$ cat src/rtl/serial_add_pkg.sv
// serial_add_pkg
// Shared definitions for the bit-serial adder controller:
//   - state_t : controller state encoding (IDLE, SHIFT, DONE)
//   - SA_WIDTH_DEF : default operand/sum width
package serial_add_pkg;

  localparam int SA_WIDTH_DEF = 8;

  typedef enum logic [1:0] {
    IDLE  = 2'd0,
    SHIFT = 2'd1,
    DONE  = 2'd2
  } state_t;

endpackage : serial_add_pkg

$ cat src/rtl/fulladder.sv
// fulladder
// Gate-level one-bit full adder cell.
// Ports:
//   a, b  : addend bits
//   cin   : carry in
//   s     : sum bit
//   cout  : carry out
module fulladder (
  input  logic a,
  input  logic b,
  input  logic cin,
  output logic s,
  output logic cout
);

  logic ab_x;
  logic ab_a;
  logic cx_a;

  assign ab_x = a ^ b;
  assign ab_a = a & b;
  assign cx_a = cin & ab_x;
  assign s    = ab_x ^ cin;
  assign cout = ab_a | cx_a;

endmodule : fulladder

$ cat src/rtl/serial_adder_ctrl.sv
// serial_adder_ctrl
// Bit-serial adder: captures two WIDTH-bit operands plus carry-in on an
// accepted start, feeds them LSB-first through one fulladder cell (one bit
// per clock) and returns a registered sum/carry-out with a one-cycle done.
// {cout, sum} = a + b + cin (unsigned, modulo 2^WIDTH for sum).
//
// Optional feature macro: SERIAL_ADD_OVF_EN
//   When defined, adds output ovf, the two's-complement overflow flag of
//   the completed addition, registered and held together with sum/cout.
//
// Ports:
//   clk    : rising-edge clock
//   rst_n  : asynchronous active-low reset
//   start  : request pulse, sampled only while ready=1
//   a, b   : WIDTH-bit operands, captured on accepted start
//   cin    : carry-in, captured on accepted start
//   ready  : high in IDLE and DONE (a new start is accepted)
//   busy   : high while shifting
//   done   : one-cycle pulse, sum/cout valid
//   sum    : registered result, held until the next completion
//   cout   : registered final carry, held with sum
//   ovf    : (SERIAL_ADD_OVF_EN only) signed overflow, held with sum
module serial_adder_ctrl
  import serial_add_pkg::*;
#(
  parameter  int WIDTH = SA_WIDTH_DEF,
  localparam int CNT_W = $clog2(WIDTH)
) (
  input  logic             clk,
  input  logic             rst_n,
  input  logic             start,
  input  logic [WIDTH-1:0] a,
  input  logic [WIDTH-1:0] b,
  input  logic             cin,
  output logic             ready,
  output logic             busy,
  output logic             done,
  output logic [WIDTH-1:0] sum,
  output logic             cout
`ifdef SERIAL_ADD_OVF_EN
  ,
  output logic             ovf
`endif
);

  state_t state;
  state_t state_nxt;

  logic [WIDTH-1:0] a_sr;
  logic [WIDTH-1:0] b_sr;
  // Holds the WIDTH-1 most recent sum bits; the newest bit from the adder
  // completes the word, so the oldest slot never has to be stored.
  logic [WIDTH-2:0] sum_sr;
  logic [WIDTH-1:0] sum_full;
  logic             carry;
  logic [CNT_W-1:0] cnt;

  logic so;
  logic co;
  logic last_bit;
  logic accept;

  fulladder u_fa (
    .a    (a_sr[0]),
    .b    (b_sr[0]),
    .cin  (carry),
    .s    (so),
    .cout (co)
  );

  assign sum_full = {so, sum_sr};
  assign last_bit = (cnt == CNT_W'(WIDTH - 1));
  // start is only honoured from IDLE or DONE; in SHIFT it is ignored
  assign accept   = start && ((state == IDLE) || (state == DONE));

  // State register
  always_ff @(posedge clk or negedge rst_n) begin
    if (!rst_n) begin
      state <= IDLE;
    end else begin
      state <= state_nxt;
    end
  end

  // Next-state logic; DONE may chain straight into SHIFT with no idle gap
  always_comb begin
    state_nxt = state;
    case (state)
      IDLE:    state_nxt = start ? SHIFT : IDLE;
      SHIFT:   state_nxt = last_bit ? DONE : SHIFT;
      DONE:    state_nxt = start ? SHIFT : IDLE;
      default: state_nxt = IDLE;
    endcase
  end

  // Status outputs are pure decodes of the state register
  always_comb begin
    ready = 1'b0;
    busy  = 1'b0;
    done  = 1'b0;
    case (state)
      IDLE:    ready = 1'b1;
      SHIFT:   busy  = 1'b1;
      DONE: begin
        ready = 1'b1;
        done  = 1'b1;
      end
      default: ready = 1'b0;
    endcase
  end

  // Operand/sum shift registers, carry flop and bit counter.
  // The result registers only update on the edge that consumes the last bit.
  always_ff @(posedge clk or negedge rst_n) begin
    if (!rst_n) begin
      a_sr   <= '0;
      b_sr   <= '0;
      sum_sr <= '0;
      carry  <= 1'b0;
      cnt    <= '0;
      sum    <= '0;
      cout   <= 1'b0;
    end else if (accept) begin
      a_sr   <= a;
      b_sr   <= b;
      sum_sr <= '0;
      carry  <= cin;
      cnt    <= '0;
    end else if (state == SHIFT) begin
      a_sr   <= {1'b0, a_sr[WIDTH-1:1]};
      b_sr   <= {1'b0, b_sr[WIDTH-1:1]};
      sum_sr <= sum_full[WIDTH-1:1];
      carry  <= co;
      cnt    <= cnt + 1'b1;
      if (last_bit) begin
        sum  <= sum_full;
        cout <= co;
      end
    end
  end

`ifdef SERIAL_ADD_OVF_EN
  // On the final bit, carry holds the carry into the MSB; overflow is that
  // carry disagreeing with the carry out of the MSB.
  always_ff @(posedge clk or negedge rst_n) begin
    if (!rst_n) begin
      ovf <= 1'b0;
    end else if ((state == SHIFT) && last_bit) begin
      ovf <= carry ^ co;
    end
  end
`endif

endmodule : serial_adder_ctrl
$ cat config.mk
export PLATFORM = sky130hd
export DESIGN_NAME = serial_adder_ctrl
export DESIGN_NICKNAME = d
export VERILOG_FILES = /design/src/rtl/serial_add_pkg.sv /design/src/rtl/fulladder.sv /design/src/rtl/serial_adder_ctrl.sv
export SDC_FILE = /design/constraint.sdc
export NUM_CORES = 1
export LEC_CHECK = 0
export ABC_AREA = 1
export BUFFER_PORTS_ARGS = -buffer_cell sky130_fd_sc_hd__clkbuf_2
export CORE_UTILIZATION = 57
export CTS_BUF_LIST = sky130_fd_sc_hd__clkbuf_4
export DETAILED_ROUTE_END_ITERATION = 8
export GPL_ROUTABILITY_DRIVEN = 0
export PLACE_DENSITY = 0.84
export SYNTH_ARGS = -nofsm -noshare
export SYNTH_HDL_FRONTEND = slang
export SYNTH_SLANG_ARGS = --single-unit
$ cat constraint.sdc
create_clock -name clk -period 1.5 [get_ports clk]
set_input_delay 0.075 -clock clk [delete_from_list [all_inputs] [get_ports clk]]
set_output_delay 0.075 -clock clk [all_outputs]
set_load 0.02 [all_outputs]
==> results of run 1 <==
==> worst paths after layout <==
kind / start / to / slack, ns
max in group asynchronous: rst_n / sum_sr[1]$_DFFE_PN0P_ / 0.68
worst max register to register: state[0]$_DFF_PN0_ / cnt[0]$_DFFE_PN0P_ / 0.14
min in group asynchronous: rst_n / b_sr[4]$_DFFE_PN0P_ / 0.24
worst min register to register: sum[0]$_DFFE_PN0P_ / sum[0]$_DFFE_PN0P_ / 0.49
worst max-delay path: state[0]$_DFF_PN0_ / busy / 0.08
worst min-delay path: a[1] / a_sr[1]$_DFFE_PN0P_ / 0.008
==> cells by family after synthesis <==
group,Yosys count
simple gates,140
fa+ha+maj,3
buf+inv,20
flops,38
compound gates,2
==> state kept, by name, indices dropped and copies added, names as in the netlist <==
signal,count
a_sr,8
b_sr,8
sum,8
sum_sr,7
cnt,3
state,2
carry,1
cout,1
==> cell usage after synthesis <==
cell,number,share of area [%]
buf_8,1,0.83
nand3_2,10,5.5
buf_12,1,1.1
fa_1,1,1.1
inv_1,7,1.4
nand3_1,32,8.8
nor2_1,1,0.21
inv_2,2,0.41
nor2_4,3,1.9
dfrtp_1,38,52
nand2_1,91,19
buf_2,2,0.55
buf_6,2,1.2
o21ai_1,2,0.55
inv_4,1,0.34
nand2_4,3,1.9
buf_4,4,1.7
ha_1,2,1.4
==> per-stage QoR <==
stage / hold slack [ns] / power, mW / area, um2 / util, % / setup slack [ns]
2_1_floorplan: -0.221 / 3.34 / 1820 / - / 0.345
3_3_place_gp: 0.0822 / 3.63 / 1970 / 65.2 / 0.166
3_5_place_dp: 0.0787 / 3.73 / 1970 / 65.2 / 0.130
4_1_cts: 0.00114 / 4.28 / 2180 / 72.0 / 0.0349
5_1_grt: 0.0118 / 4.65 / 2190 / 72.2 / -0.00397
6_report: 0.00771 / 4.29 / 2190 / 72.2 / 0.0752
==> where the power goes <==
part           leakage, nW  internal, mW  switching [mW]
clock               0.0331         0.194           0.325
combinational        0.674         0.724            1.21
sequential           0.475          1.51           0.334
==> cell type report <==
class,instances,area (um2)
multi-input combinational,145,728
clock buffer,6,45.0
clock inverter,2,8.76
sequential,38,952
tap,44,55.1
timing repair buffer,53,358
inverter,10,40.0
fill,236,841
==> layer usage <==
layer / GRT usage [%] / share of wire, % / vias up
met5: 0 / 0 / -
met4: 15.3 / 2.7 / 0
met3: 4.62 / 3.4 / 9
met2: 39.2 / 52 / 34
met1: 30.5 / 42 / 707
li1: - / - / 744
==> worst register-to-register path, delay by kind of cell, from the launching register on <==
kind            cells  cell delay (ns)
flops               1             0.47
simple gates        2             0.31
compound gates      1             0.10
buf+inv             2             0.40
==> what timing repair did <==
| item | 4_1_cts | 5_1_grt |
|---|---|---|
| resized for setup | 1 | 1 |
| buffers inserted | 0 | 1 |
| setup endpoints to repair | 1 | 1 |
| hold buffers | 15 | 0 |
| cloned | 0 | 0 |
| hold endpoints to repair | 34 | 0 |
==> flow_summary.json, run 1 <==
{
  "ant_nets": 0,
  "num_vias": 1494,
  "io_buffers": 31,
  "worstPathMaxFanout": 9,
  "grt_usage_pct": 24.4,
  "worst-path-stages": 4,
  "io_pins": 32,
  "setup_viol": 0,
  "synth_xor_area_share_pct": 0,
  "grt_max_degree": 35,
  "dp_hpwl_um": 2320,
  "yosysWarnings": 0,
  "nets": 276,
  "final_cell_mix": "91 x nand2_1, 37 x dfrtp_1, 32 x nand3_1, 30 x clkbuf_2, 15 x dlygate4sd3_1",
  "worstSkewPairLatency_ns": 0.35,
  "dp.cells": 274,
  "cp_num_buf_inv": 3,
  "synthMuxAreaShare_pct": 0,
  "synth_cell_types": 18,
  "mostFrequentLayoutCell": "nand2_1",
  "hp-class": "in -> reg",
  "end_kind": "primary output",
  "p_per_area_nw_per_um2": 1960,
  "synth_fa_ha_area_share_pct": 2.48,
  "finalHoldViolCount": 0,
  "tightest_slew_ns": 0.552,
  "cts.sinks": 38,
  "drive_gt1_share_pct": 25.6,
  "syn_nets": 226,
  "cap_violations": 0,
  "synth_top_family_by_area": "simple AND/OR/NAND/NOR gates",
  "fmax_mhz": 702,
  "grt.overflow.total": 0,
  "arrival_ns": 1.35,
  "post-route-period-util_pct": 95.0,
  "dieArea_um2": 3420,
  "start_util_pct": 60.0,
  "core_um2": 3030,
  "drt-wirelength-per-cell_um": 12.2,
  "cp_cell_sequence": "inv_4, nor2_4, buf_4, buf_2",
  "area_delta_synth_final_pct": 20.4,
  "worst-setup-path-type": "reg -> out",
  "whs_path_depth": 5,
  "grt_pass1_wl_um": 6150,
  "skew_ns": 0.00495,
  "rows": 20,
  "syn_avg_cell_area_um2": 8.95,
  "vias_per_cell": 5.01,
  "antenna_cells": 0,
  "required_ns": 1.42,
  "slowest_stage": "dfrtp_2",
  "drtIter0Drc": 145,
  "path_clk_slew_ns": 0.11,
  "tns_ns": 0,
  "stdcell_count": 298,
  "cts_buffers": 5,
  "grt_antenna_before_repair": 0,
  "synth_area_um2": 1820,
  "reg2reg_depth": 5,
  "clock-root-buffer": "clkbuf_4",
  "dr.pass1.iters": 7,
  "htreeDepth": 2,
  "synth_compound_area_share_pct": 0.551,
  "wirelength_um": 3620,
  "grt_pass1_vias": 1406,
  "drc": 0,
  "leakagePower_nw": 1.18,
  "slew_headroom_pct": 63.2,
  "slew_violations": 0,
  "cp_slowest_stage_delay_ns": 0.45,
  "die_w_um": 58.5,
  "clk_path_buf_depth": 2,
  "cts_tree": "yes",
  "ys_ff_latch": 38,
  "timing.final.crit_period_ns": 1.42,
  "synth-simple-area-share_pct": 37.1,
  "start_kind": "register",
  "crit_family": "flip-flops",
  "syn_inst": 203,
  "seq_area_frac_synth_pct": 52.3,
  "die_height_um": 58.5,
  "vdd_drop_max_uv": 908,
  "status": "completed"
}
No activity file was read; power rests on OpenSTA's default activity.
==> inputs of run 2 (changes only) <==
--- a/config.mk
+++ b/config.mk
@@ -11,6 +11,7 @@
 export CTS_BUF_LIST = sky130_fd_sc_hd__clkbuf_4
 export DETAILED_ROUTE_END_ITERATION = 8
 export GPL_ROUTABILITY_DRIVEN = 0
+export MAX_ROUTING_LAYER = met4
 export PLACE_DENSITY = 0.84
 export SYNTH_ARGS = -nofsm -noshare
 export SYNTH_HDL_FRONTEND = slang
==> run 2 against run 1 <==
Routed wire length down 1.2%. Die area unchanged. Combinational power about the same. Cell count did not move. Critical path depth is the same. Critical endpoint unchanged.
==> flow_summary.json, run 2 (synthesized netlist as in run 1, its figures left out) <==
{
  "status": "completed",
  "num_vias": 1495,
  "drtIter0Drc": 123,
  "tightest_slew_ns": 0.545,
  "clock-root-buffer": "clkbuf_4",
  "fmax_mhz": 718,
  "clkPwrFrac_pct": 12.0,
  "worstPathMaxFanout": 9,
  "antenna_cells": 0,
  "worst-setup-path-type": "reg -> out",
  "grt_usage_pct": 25.3,
  "arrival_ns": 1.32,
  "leakagePower_nw": 1.18,
  "cts_tree": "yes",
  "nets": 276,
  "end_kind": "primary output",
  "setup_viol": 0,
  "reg2reg_depth": 5,
  "rsz0062_at_grt": "no",
  "required_ns": 1.42,
  "finalPower_mw": 4.30,
  "skew_ns": 0.00498,
  "p_comb_share_pct": 45.2,
  "io_pins": 32,
  "reg2reg_slack_ns": 0.14,
  "path_clk_slew_ns": 0.10,
  "finalHoldViolCount": 0,
  "grt_pass1_vias": 1403,
  "dieArea_um2": 3420,
  "slew_violations": 0,
  "start_kind": "register",
  "grt_pass1_wl_um": 6140,
  "slew_headroom_pct": 63.7,
  "drive_gt1_share_pct": 25.6,
  "post-route-period-util_pct": 92.8,
  "clk_path_buf_depth": 2,
  "grt_antenna_before_repair": 0,
  "internal_power_mw": 2.43,
  "area_delta_synth_final_pct": 20.6,
  "start_util_pct": 60.0,
  "switching_share_pct": 43.4,
  "die_w_um": 58.5,
  "r2r-start": "state[0]$_DFF_PN0_",
  "htreeDepth": 2,
  "stdcell_count": 298,
  "ant_nets": 0,
  "hp-class": "in -> reg",
  "cts_buffers": 5,
  "p_seq_share_pct": 42.8,
  "worstSkewPairLatency_ns": 0.34,
  "timing.rr.end": "cnt[0]$_DFFE_PN0P_",
  "dr.pass1.iters": 7,
  "dp.cells": 274,
  "grt.overflow.total": 0,
  "core_um2": 3030,
  "grt_max_degree": 35,
  "reg_top3": "a_sr x8, b_sr x8, sum x8",
  "crit_path_start": "state[0]$_DFF_PN0_",
  "drt-wirelength-per-cell_um": 12.0,
  "wirelength_um": 3580,
  "p_per_area_nw_per_um2": 1960,
  "cap_violations": 0,
  "rows": 20,
  "timing.final.crit_period_ns": 1.39,
  "vdd_drop_max_uv": 900,
  "io_buffers": 31,
  "dp_hpwl_um": 2320,
  "endpoint": "busy",
  "final_cell_mix": "91 x nand2_1, 37 x dfrtp_1, 32 x nand3_1, 30 x clkbuf_2, 15 x dlygate4sd3_1",
  "cts.sinks": 38,
  "die_height_um": 58.5,
  "tns_ns": 0,
  "mostFrequentLayoutCell": "nand2_1",
  "p_sw_mw": 1.86,
  "vias_per_cell": 5.02,
  "drc": 0
}
## run 2: how the worst min path moves through the flow
stage,from,endpoint,slack (ns),depth (start not counted)
global placement,rst_n,b_sr[3]$_DFFE_PN0P_,0.08,1
CTS,a[1],a_sr[1]$_DFFE_PN0P_,0.001,5
floorplan,rst_n,a_sr[0]$_DFFE_PN0P_,-0.22,0
global route,a[1],a_sr[1]$_DFFE_PN0P_,0.003,5
detailed placement,rst_n,b_sr[4]$_DFFE_PN0P_,0.08,1
finish,a[1],a_sr[1]$_DFFE_PN0P_,0.01,5
## run 2: metrics by stage
stage | instance area (um2) | hold WS [ns] | utilization [%] | setup WS, ns
floorplan | 1820 | -0.221 | - | 0.345
global placement | 1970 | 0.0822 | 65.2 | 0.166
detailed placement | 1970 | 0.0787 | 65.2 | 0.130
CTS | 2180 | 0.00114 | 72.0 | 0.0349
global route | 2190 | 0.00280 | 72.4 | 0.0202
finish | 2190 | 0.0146 | 72.4 | 0.108
## run 2: layer usage
metal | share of wire, % | global-route usage [%] | vias up
met5 | 0 | - | -
met4 | 2.3 | 12.2 | 0
met3 | 4.6 | 7.25 | 7
met2 | 52 | 39.2 | 46
met1 | 41 | 30.5 | 700
li1 | - | - | 742
## run 2: final cells by class
| class | instances | area, um2 |
|---|---|---|
| flip-flops and latches | 38 | 952 |
| fillers | 234 | 837 |
| multi-input cells | 145 | 728 |
| repair buffers | 53 | 362 |
| well taps | 44 | 55.1 |
| clock buffers | 6 | 45.0 |
| inverters | 10 | 40.0 |
| clock inverters | 2 | 8.76 |
## run 2: worst max-delay path, cell delays in order, from the launching register on
cell     delay, ns
dfrtp_2       0.45
inv_4         0.07
nor2_4        0.13
buf_6         0.15
buf_2         0.16
## run 2: power by group through the flow
| stage | Sequential, mW | Clock, mW | Combinational [mW] |
|---|---|---|---|
| floorplan | 1.91 | 0 | 1.43 |
| global placement | 1.83 | 0 | 1.80 |
| detailed placement | 1.85 | 0 | 1.88 |
| CTS | 1.84 | 0.531 | 1.92 |
| global route | 1.90 | 0.563 | 2.20 |
| finish | 1.84 | 0.515 | 1.94 |
## run 2: timing repair
item / 4_1_cts / 5_1_grt
buffers inserted: 0 / 1
hold endpoints to repair: 34 / 0
gates resized for setup: 1 / 2
hold buffers: 15 / 0
setup endpoints to repair: 1 / 1
